### src/rtl/axi_lite_pkg.sv
// Shared AXI4-Lite definitions for the master and the register slave.
// Holds the FSM state encoding and the response codes.
package axi_lite_pkg;

    typedef enum logic [2:0] {
        S_IDLE    = 3'd0,
        S_WR      = 3'd1,
        S_WR_RESP = 3'd2,
        S_RD_ADDR = 3'd3,
        S_RD_DATA = 3'd4,
        S_RSP     = 3'd5
    } state_e;

    localparam logic [1:0] RESP_OKAY   = 2'b00;
    localparam logic [1:0] RESP_EXOKAY = 2'b01;
    localparam logic [1:0] RESP_SLVERR = 2'b10;
    localparam logic [1:0] RESP_DECERR = 2'b11;

endpackage

### src/rtl/axi_lite_master.sv
// AXI4-Lite master: turns single valid/ready commands into AW/W/B or AR/R
// transactions, one outstanding at a time, with a saturating error count.
module axi_lite_master
    import axi_lite_pkg::*;
#(
    parameter int         P_M_AXI_DATA_WIDTH = 32,
    parameter int         P_M_AXI_ADDR_WIDTH = 4,
    parameter logic [2:0] P_M_AXI_PROT       = 3'b000,
    parameter int         P_ERR_CNT_WIDTH    = 8
) (
    input  logic                            M_AXI_ACLK,
    input  logic                            M_AXI_ARESETN,
    input  logic                            i_cmd_valid,
    output logic                            o_cmd_ready,
    input  logic                            i_cmd_wr,
    input  logic [P_M_AXI_ADDR_WIDTH-1:0]   i_cmd_addr,
    input  logic [P_M_AXI_DATA_WIDTH-1:0]   i_cmd_wdata,
    input  logic [P_M_AXI_DATA_WIDTH/8-1:0] i_cmd_wstrb,
    output logic                            o_rsp_valid,
    input  logic                            i_rsp_ready,
    output logic                            o_rsp_wr,
    output logic [P_M_AXI_DATA_WIDTH-1:0]   o_rsp_rdata,
    output logic [1:0]                      o_rsp_resp,
    output logic                            o_busy,
    output logic [P_ERR_CNT_WIDTH-1:0]      o_err_cnt,
    output logic [P_M_AXI_ADDR_WIDTH-1:0]   M_AXI_AWADDR,
    output logic [2:0]                      M_AXI_AWPROT,
    output logic                            M_AXI_AWVALID,
    input  logic                            M_AXI_AWREADY,
    output logic [P_M_AXI_DATA_WIDTH-1:0]   M_AXI_WDATA,
    output logic [P_M_AXI_DATA_WIDTH/8-1:0] M_AXI_WSTRB,
    output logic                            M_AXI_WVALID,
    input  logic                            M_AXI_WREADY,
    input  logic [1:0]                      M_AXI_BRESP,
    input  logic                            M_AXI_BVALID,
    output logic                            M_AXI_BREADY,
    output logic [P_M_AXI_ADDR_WIDTH-1:0]   M_AXI_ARADDR,
    output logic [2:0]                      M_AXI_ARPROT,
    output logic                            M_AXI_ARVALID,
    input  logic                            M_AXI_ARREADY,
    input  logic [P_M_AXI_DATA_WIDTH-1:0]   M_AXI_RDATA,
    input  logic [1:0]                      M_AXI_RRESP,
    input  logic                            M_AXI_RVALID,
    output logic                            M_AXI_RREADY
);

    localparam int DW = P_M_AXI_DATA_WIDTH;
    localparam int AW = P_M_AXI_ADDR_WIDTH;
    localparam int SW = P_M_AXI_DATA_WIDTH / 8;
    localparam int CW = P_ERR_CNT_WIDTH;

    state_e          state_q, state_d;
    logic [AW-1:0]   addr_q, addr_d;
    logic [DW-1:0]   wdata_q, wdata_d;
    logic [SW-1:0]   wstrb_q, wstrb_d;
    logic            awvalid_q, awvalid_d;
    logic            wvalid_q, wvalid_d;
    logic            bready_q, bready_d;
    logic            arvalid_q, arvalid_d;
    logic            rready_q, rready_d;
    logic            rsp_valid_q, rsp_valid_d;
    logic            rsp_wr_q, rsp_wr_d;
    logic [DW-1:0]   rdata_q, rdata_d;
    logic [1:0]      resp_q, resp_d;
    logic [CW-1:0]   err_q, err_d;
    logic            aw_done, w_done;
    logic            cap_en;
    logic [1:0]      cap_resp;

    // A channel whose VALID is already low finished its handshake earlier.
    assign aw_done = !awvalid_q || M_AXI_AWREADY;
    assign w_done  = !wvalid_q || M_AXI_WREADY;

    always_comb begin
        state_d     = state_q;
        addr_d      = addr_q;
        wdata_d     = wdata_q;
        wstrb_d     = wstrb_q;
        awvalid_d   = awvalid_q;
        wvalid_d    = wvalid_q;
        bready_d    = bready_q;
        arvalid_d   = arvalid_q;
        rready_d    = rready_q;
        rsp_valid_d = rsp_valid_q;
        rsp_wr_d    = rsp_wr_q;
        rdata_d     = rdata_q;
        resp_d      = resp_q;
        cap_en      = 1'b0;
        cap_resp    = RESP_OKAY;
        unique case (state_q)
            S_IDLE: begin
                if (i_cmd_valid) begin
                    addr_d  = i_cmd_addr;
                    wdata_d = i_cmd_wdata;
                    wstrb_d = i_cmd_wstrb;
                    if (i_cmd_wr) begin
                        awvalid_d = 1'b1;
                        wvalid_d  = 1'b1;
                        state_d   = S_WR;
                    end else begin
                        arvalid_d = 1'b1;
                        state_d   = S_RD_ADDR;
                    end
                end
            end
            S_WR: begin
                if (M_AXI_AWREADY) awvalid_d = 1'b0;
                if (M_AXI_WREADY)  wvalid_d  = 1'b0;
                if (aw_done && w_done) begin
                    bready_d = 1'b1;
                    state_d  = S_WR_RESP;
                end
            end
            S_WR_RESP: begin
                if (M_AXI_BVALID && bready_q) begin
                    cap_en      = 1'b1;
                    cap_resp    = M_AXI_BRESP;
                    resp_d      = M_AXI_BRESP;
                    rsp_wr_d    = 1'b1;
                    rdata_d     = '0;
                    bready_d    = 1'b0;
                    rsp_valid_d = 1'b1;
                    state_d     = S_RSP;
                end
            end
            S_RD_ADDR: begin
                if (arvalid_q && M_AXI_ARREADY) begin
                    arvalid_d = 1'b0;
                    rready_d  = 1'b1;
                    state_d   = S_RD_DATA;
                end
            end
            S_RD_DATA: begin
                if (M_AXI_RVALID && rready_q) begin
                    cap_en      = 1'b1;
                    cap_resp    = M_AXI_RRESP;
                    resp_d      = M_AXI_RRESP;
                    rsp_wr_d    = 1'b0;
                    rdata_d     = M_AXI_RDATA;
                    rready_d    = 1'b0;
                    rsp_valid_d = 1'b1;
                    state_d     = S_RSP;
                end
            end
            S_RSP: begin
                if (i_rsp_ready) begin
                    rsp_valid_d = 1'b0;
                    state_d     = S_IDLE;
                end
            end
            default: state_d = S_IDLE;
        endcase
    end

    always_comb begin
        err_d = err_q;
        if (cap_en && cap_resp != RESP_OKAY && err_q != {CW{1'b1}})
            err_d = err_q + CW'(1);
    end

    always_ff @(posedge M_AXI_ACLK or negedge M_AXI_ARESETN) begin
        if (!M_AXI_ARESETN) begin
            state_q     <= S_IDLE;
            addr_q      <= '0;
            wdata_q     <= '0;
            wstrb_q     <= '0;
            awvalid_q   <= 1'b0;
            wvalid_q    <= 1'b0;
            bready_q    <= 1'b0;
            arvalid_q   <= 1'b0;
            rready_q    <= 1'b0;
            rsp_valid_q <= 1'b0;
            rsp_wr_q    <= 1'b0;
            rdata_q     <= '0;
            resp_q      <= '0;
            err_q       <= '0;
        end else begin
            state_q     <= state_d;
            addr_q      <= addr_d;
            wdata_q     <= wdata_d;
            wstrb_q     <= wstrb_d;
            awvalid_q   <= awvalid_d;
            wvalid_q    <= wvalid_d;
            bready_q    <= bready_d;
            arvalid_q   <= arvalid_d;
            rready_q    <= rready_d;
            rsp_valid_q <= rsp_valid_d;
            rsp_wr_q    <= rsp_wr_d;
            rdata_q     <= rdata_d;
            resp_q      <= resp_d;
            err_q       <= err_d;
        end
    end

    assign o_cmd_ready   = (state_q == S_IDLE);
    assign o_busy        = (state_q != S_IDLE);
    assign o_rsp_valid   = rsp_valid_q;
    assign o_rsp_wr      = rsp_wr_q;
    assign o_rsp_rdata   = rdata_q;
    assign o_rsp_resp    = resp_q;
    assign o_err_cnt     = err_q;
    assign M_AXI_AWADDR  = addr_q;
    assign M_AXI_AWPROT  = P_M_AXI_PROT;
    assign M_AXI_AWVALID = awvalid_q;
    assign M_AXI_WDATA   = wdata_q;
    assign M_AXI_WSTRB   = wstrb_q;
    assign M_AXI_WVALID  = wvalid_q;
    assign M_AXI_BREADY  = bready_q;
    assign M_AXI_ARADDR  = addr_q;
    assign M_AXI_ARPROT  = P_M_AXI_PROT;
    assign M_AXI_ARVALID = arvalid_q;
    assign M_AXI_RREADY  = rready_q;

endmodule

### config.mk
export PLATFORM = sky130hd
export DESIGN_NAME = axi_lite_master
export DESIGN_NICKNAME = d
export VERILOG_FILES = /design/src/rtl/axi_lite_pkg.sv /design/src/rtl/axi_lite_master.sv
export SDC_FILE = /design/constraint.sdc
export NUM_CORES = 1
export LEC_CHECK = 0
export CAP_MARGIN = 20
export CORE_MARGIN = 2
export CORE_UTILIZATION = 25
export CTS_CLUSTER_DIAMETER = 30
export DETAILED_ROUTE_END_ITERATION = 8
export PLACE_DENSITY = 0.55
export SYNTH_ARGS = -nofsm -noshare
export SYNTH_HDL_FRONTEND = slang
export SYNTH_SLANG_ARGS = --single-unit
### constraint.sdc
create_clock -name M_AXI_ACLK -period 2.8 [get_ports M_AXI_ACLK]
set_clock_uncertainty 0.05 [all_clocks]
set_input_delay 0.42 -clock M_AXI_ACLK [delete_from_list [all_inputs] [get_ports M_AXI_ACLK]]
set_output_delay 0.42 -clock M_AXI_ACLK [all_outputs]
set_load 0.005 [all_outputs]
==> flow_summary.yaml, run 1 <==
run_status:
  status: "finished clean"
clock_network:
  htreeDepth: 3
  cts_tree: "yes"
  post_cts_resized: 0
  cts_sinks: 92
  cts_hold_buf: 0
  clk_pin_slew_ps: 70
  post_cts_buffers: 0
  clock_latency_ps: 340
  cts_buffers: 9
  clock_path_buffers: 2
  cts_root_buffer: "clkbuf_16"
synthesis:
  async_flop_share_pct: 100
  synthTopCellsByArea: "dfrtp_1 58%, mux2_2 12%, o21ai_0 4.7%"
  syn_inst: 347
  ys_seq_elements: 92
  synth_edf_count: 0
  syn_area_um2: 3940
  yosys_warnings: 0
  seq_area_frac_synth_pct: 58.4
  syn_avg_cell_area_um2: 11.4
  synth_cell_types: 40
  synth_flop_cell: "dfrtp_1"
  yosysTopAreaCell: "dfrtp_1"
  synth_top_area_share_pct: 58.4
timing:
  max_freq_mhz: 436
  slew_headroom_pct: 53.3
  slew_violations: 0
  tightestPinTransition_ps: 701
  rsz0062_at_grt: "false"
  min_period_ps: 2290
  min_period_over_period_pct: 81.9
  setup_viol: 0
  hold_viol_final: 0
  whs_ps: 64.6
  finalSetupTns_ps: 0
  fin_ws_ps: 508
power_and_ir_drop:
  powerDensity_nw_per_um2: 856
  ir_drop_mv: 0.351
  total_power_mw: 5.36
  p_leak_nw: 2.68
critical_path:
  worst_path_max_delay_cell: "dfrtp_1"
  path_max_fanout: 11
  max_stage_delay_ps: 500
  critPathArrivalTime_ps: 1820
  required_ps: 2330
  critPathKind: "flop to output pin"
  critPathLaunchType: "flop"
  cp_top_family: "buffers and inverters"
  endpoint_kind: "output pin"
  worstPathCellList: "or3_1 -> inv_1 -> clkdlybuf4s50_1"
  critical_path_buf_inv_count: 2
route:
  wl_um: 10200
  drtIter0Drc: 152
  final_antenna_net_count: 0
  via_per_inst: 4.29
  dr.pass1.iters: 4
  num_vias: 3158
  wl_per_cell_um: 13.8
  drc: 0
run:
  maxCapViolations: 0
global_routing:
  grt_pass1_vias: 3256
  grt_pass1_wl_um: 16200
  grt_max_degree: 69
  antenna_found_initial: 0
  grtUsageTotal_pct: 12.4
  gr-total-overflow: 0
placement:
  pre_cts_ws_ps: 521
  routabilityCongestion: 0.766
  io_buffers: 180
  place_area_um2: 5940
  dp_cells: 720
  hpwl_um: 7210
cells_and_area:
  antennaDiodeCount: 0
  final_cell_mix: "179 x clkdlybuf4s50_1, 92 x dfrtp_1, 42 x mux2_2, 40 x inv_1, 37 x o21ai_0"
  layout_commonest_cell: "clkdlybuf4s50_1"
  fin_util_pct: 40.9
  nets: 607
  final_cells: 736
  drive_gt1_share_pct: 13.7
  syn_to_final_growth_pct: 58.9
  post-route-cell-area_um2: 6260
floorplanning:
  core_region_area_um2: 15300
  die_width_um: 130
  initial_utilization_pct: 25.7
  io_pins: 187
  rows: 45
  die_h_um: 130
  die_area_um2: 16800
min_path:
  hold_class: "input port to async pin"
-- synthesized netlist by cell type (all sizes together) (2+ instances only) --
cell    count
dfrtp      92
mux2       43
inv        40
o21ai      38
nand3      36
buf        21
nand2      13
nor2        9
clkbuf      7
a31oi       6
a21oi       4
nor2b       4
xor2        4
nor3        3
a22oi       2
nand2b      2
nor4        2
o21bai      2
o221ai      2
o22a        2
-- where the power goes --
| part | total [mW] | switching, mW | internal, mW | leakage [nW] |
|---|---|---|---|---|
| Sequential | 2.00 | 0.252 | 1.74 | 1.02 |
| Combinational | 2.05 | 0.743 | 1.31 | 1.51 |
| Clock | 1.31 | 0.531 | 0.783 | 0.149 |
| Total | 5.36 | 1.53 | 3.83 | 2.68 |
-- worst register-to-register path, delay by kind of cell (launching register included) --
family             cells  cell delay [ps]
muxes                  1              290
AOI/OAI and AO/OA      1              360
DFF                    1              480
and+or+nand+nor        2              670
-- path summary, 6_finish.rpt --
kind / cells past startpoint / endpoint / startpoint / slack (ps)
setup / recovery: 3 / o_cmd_ready / state_q[1] / 510
hold / removal: 1 / M_AXI_WDATA[14] / M_AXI_ARESETN / 60
setup reg to reg: 4 / o_err_cnt[1] / state_q[2] / 850
hold reg to reg: 1 / M_AXI_WDATA[0] / M_AXI_WDATA[0] / 450
max in group asynchronous: 2 / state_q[2] / M_AXI_ARESETN / 1980
min in group M_AXI_ACLK: 1 / M_AXI_WDATA[0] / M_AXI_WDATA[0] / 450
-- layer usage --
layer / wire length (um) / global-route usage [%]
met2: 4820 / 20.3
met1: 4230 / 14.5
met4: 101 / 3.67
met5: 0 / 0
met3: 1030 / 5.86
-- cell type report --
cell class / count / area (um2)
clock inverters: 6 / 88.8
flip-flops and latches: 92 / 2300
fillers: 1499 / 9060
repair buffers: 185 / 1870
clock buffers: 10 / 229
multi-input cells: 192 / 1350
well taps: 211 / 264
inverters: 40 / 150
-- logic make-up (layout without fill, tap and decap cells) --
family                   after synthesis  count (layout)  share of synthesized area [%]
multiplexers                          44              44                           12.6
AND/OR/NAND/NOR                       75              75                           9.91
adder cells (fa/ha/maj)                1               1                          0.318
AO/OA/AOI/OAI                         61              61                           9.28
flip-flops                            92              92                           58.4
other                                  1               6                         0.0952
XOR/XNOR                               5               5                           1.11
buffers and inverters                 68             241                           8.20
-- sequential cells by signal, indices dropped and copies added, names as in the netlist, 2 cells and up --
signal	flops
M_AXI_WDATA	32
M_AXI_ARADDR	4
o_err_cnt	8
o_rsp_resp	2
state_q	3
o_rsp_rdata	32
M_AXI_WSTRB	4
Note: power is estimated with default switching activity, not from simulation.
==> run 2, diff against run 1 <==
PLACE_DENSITY = 0.57   (was 0.55)
clock period = 2 ns   (was 2.8 ns; I/O delays follow)
==> run 2 against run 1 <==
Utilization rose by 0.55 points; critical path type is now flop to flop; flip-flop and latch count did not move; highest routed layer unchanged; sequential share of layout area fell by 0.49 points; worst hold slack improved by 380 ps; routed wire length fell by 0.37%; power rose by 38%; final area rose by 1.3%; global-route usage fell by 0.57 points.
==> flow_summary.yaml, run 2 (synthesis results as in run 1) <==
critical_path:
  crit_end: "o_err_cnt[1]"
  max_stage_delay_ps: 430
  worst_path_max_delay_cell: "or3b_4"
  critPathArrivalTime_ps: 2090
  required_ps: 2180
  critPathKind: "flop to flop"
  critPathLaunchType: "flop"
  worstReg2RegStart: "state_q[0]"
  crit_start: "state_q[0]"
  reg2reg_to: "o_err_cnt[1]"
  ff2ff_path_depth: 5
  worstPathCellList: "buf_4 -> or3b_4 -> o22a_4 -> or2_4 -> mux2_4"
  endpoint_kind: "flop"
  worst-r2r-setup-slack_ps: 80
  path_max_fanout: 7
global_routing:
  grt_pass1_wl_um: 15700
  grt_pass1_vias: 3174
  gr-total-overflow: 0
  antenna_found_initial: 0
  grt_max_degree: 93
  grtUsageTotal_pct: 11.8
power_and_ir_drop:
  p_int_mw: 5.24
  power_switching_mw: 2.15
  p_clk_share_pct: 21.1
  p_comb_share_pct: 41.6
  p_leak_nw: 2.74
  total_power_mw: 7.39
  powerDensity_nw_per_um2: 1170
  ir_drop_mv: 0.390
  swShare_pct: 29.1
  pwr-share-seq_pct: 37.3
cells_and_area:
  syn_to_final_growth_pct: 61.0
  antennaDiodeCount: 0
  post-route-cell-area_um2: 6340
  layout_commonest_cell: "clkdlybuf4s50_1"
  nets: 622
  final_cells: 751
  final_cell_mix: "178 x clkdlybuf4s50_1, 92 x dfrtp_1, 42 x mux2_2, 40 x inv_1, 37 x o21ai_0"
  drive_gt1_share_pct: 16.1
  fin_util_pct: 41.4
timing:
  min_period_ps: 1920
  min_period_over_period_pct: 95.8
  hold_viol_final: 0
  max_freq_mhz: 522
  finalSetupTns_ps: 0
  rsz0062_at_grt: "false"
  slew_violations: 0
  setup_viol: 0
floorplanning:
  die_area_um2: 16800
  initial_utilization_pct: 25.7
  die_h_um: 130
  rows: 45
  core_region_area_um2: 15300
  die_width_um: 130
  io_pins: 187
route:
  wl_per_cell_um: 13.5
  drc: 0
  dr.pass1.iters: 4
  wl_met1_um: 4450
  wl_um: 10100
  drtIter0Drc: 67
  via_per_inst: 4.27
  topRoutingLayerUsed: "met4"
  final_antenna_net_count: 0
  wl_met3_um: 1030
  dr_wl_met2_um: 4540
  num_vias: 3205
run:
  maxCapViolations: 0
placement:
  hpwl_um: 7430
  routabilityCongestion: 0.737
  place_area_um2: 6040
  dp_cells: 732
  io_buffers: 180
clock_network:
  clock_latency_ps: 340
  cts_tree: "yes"
  htreeDepth: 3
  clock_path_buffers: 2
  cts_root_buffer: "clkbuf_16"
  cts_buffers: 9
  cts_sinks: 92
  clk_pin_slew_ps: 70
run_status:
  status: "finished clean"
min_path:
  hold_class: "flop to flop"
  hp-start: "o_rsp_wr"
-- run 2: cell count changes in the layout (fill, tap and decap cells not counted), sizes merged --
| cell | previous run | this run |
|---|---|---|
| clkinvlp | 2 | 3 |
| clkdlybuf4s50 | 179 | 178 |
| dlygate4sd2 | 0 | 1 |
| clkinv | 2 | 3 |
| bufinv | 2 | 0 |
| buf | 6 | 20 |
| dlygate4sd3 | 0 | 1 |
-- run 2: through the flow --
| step | hold slack, ps | worst slack [ps] |
|---|---|---|
| global placement | 339 | -10.1 |
| CTS | 443 | 61.1 |
| finish | 440 | 84.1 |
| global route | 461 | 9.02 |
| detailed placement | 345 | -5.31 |
| floorplan | -45.6 | 171 |
-- run 2: repair_timing --
action | 4_1_cts | 5_1_grt
gates resized for setup | 2 | 0
setup buffers | 2 | 0
setup endpoints to repair | 2 | 0
hold buffers | 1 | 0
endpoints found under the hold margin | 83 | 0
-- run 2: routing by layer --
metal / up-vias / track usage [%]
li1: 1539 / -
met1: 1526 / 14.5
met2: 130 / 19.0
met3: 10 / 4.38
met4: 0 / 4.55
met5: - / 0
-- run 2: worst min-delay path by stage --
stage | end | slack (ps) | depth (start not counted)
6_report | o_rsp_wr | 440 | 1
5_1_grt | o_rsp_wr | 460 | 1
4_1_cts | o_rsp_wr | 440 | 1
3_5_place_dp | M_AXI_WSTRB[1] | 350 | 2
3_3_place_gp | M_AXI_WDATA[28] | 340 | 2
2_1_floorplan | M_AXI_ARADDR[0] | -50 | 0
-- run 2: power by group through the flow --
stage	combinational (mW)	sequential [mW]	clock (mW)
2_1_floorplan	1.24	2.81	0
6_report	3.08	2.76	1.56
3_3_place_gp	3.05	2.78	0
5_1_grt	3.35	2.84	1.72
3_5_place_dp	3.08	2.81	0
4_1_cts	3.13	2.77	1.63
-- run 2: critical path, delay by kind of cell (launching register included) --
family                 cells  cell delay, ps
AOI/OAI and AO/OA          1             230
buffers and inverters      1             140
DFF                        1             380
muxes                      1             290
and+or+nand+nor            2             700
-- run 2: area by class of cell --
| class | instances | area, um2 |
|---|---|---|
| timing repair buffer | 200 | 2000 |
| multi-input combinational | 192 | 1360 |
| sequential | 92 | 2300 |
| clock inverter | 6 | 41.3 |
| inverter | 40 | 150 |
| clock buffer | 10 | 229 |
| tap | 211 | 264 |
| fill | 1513 | 8970 |
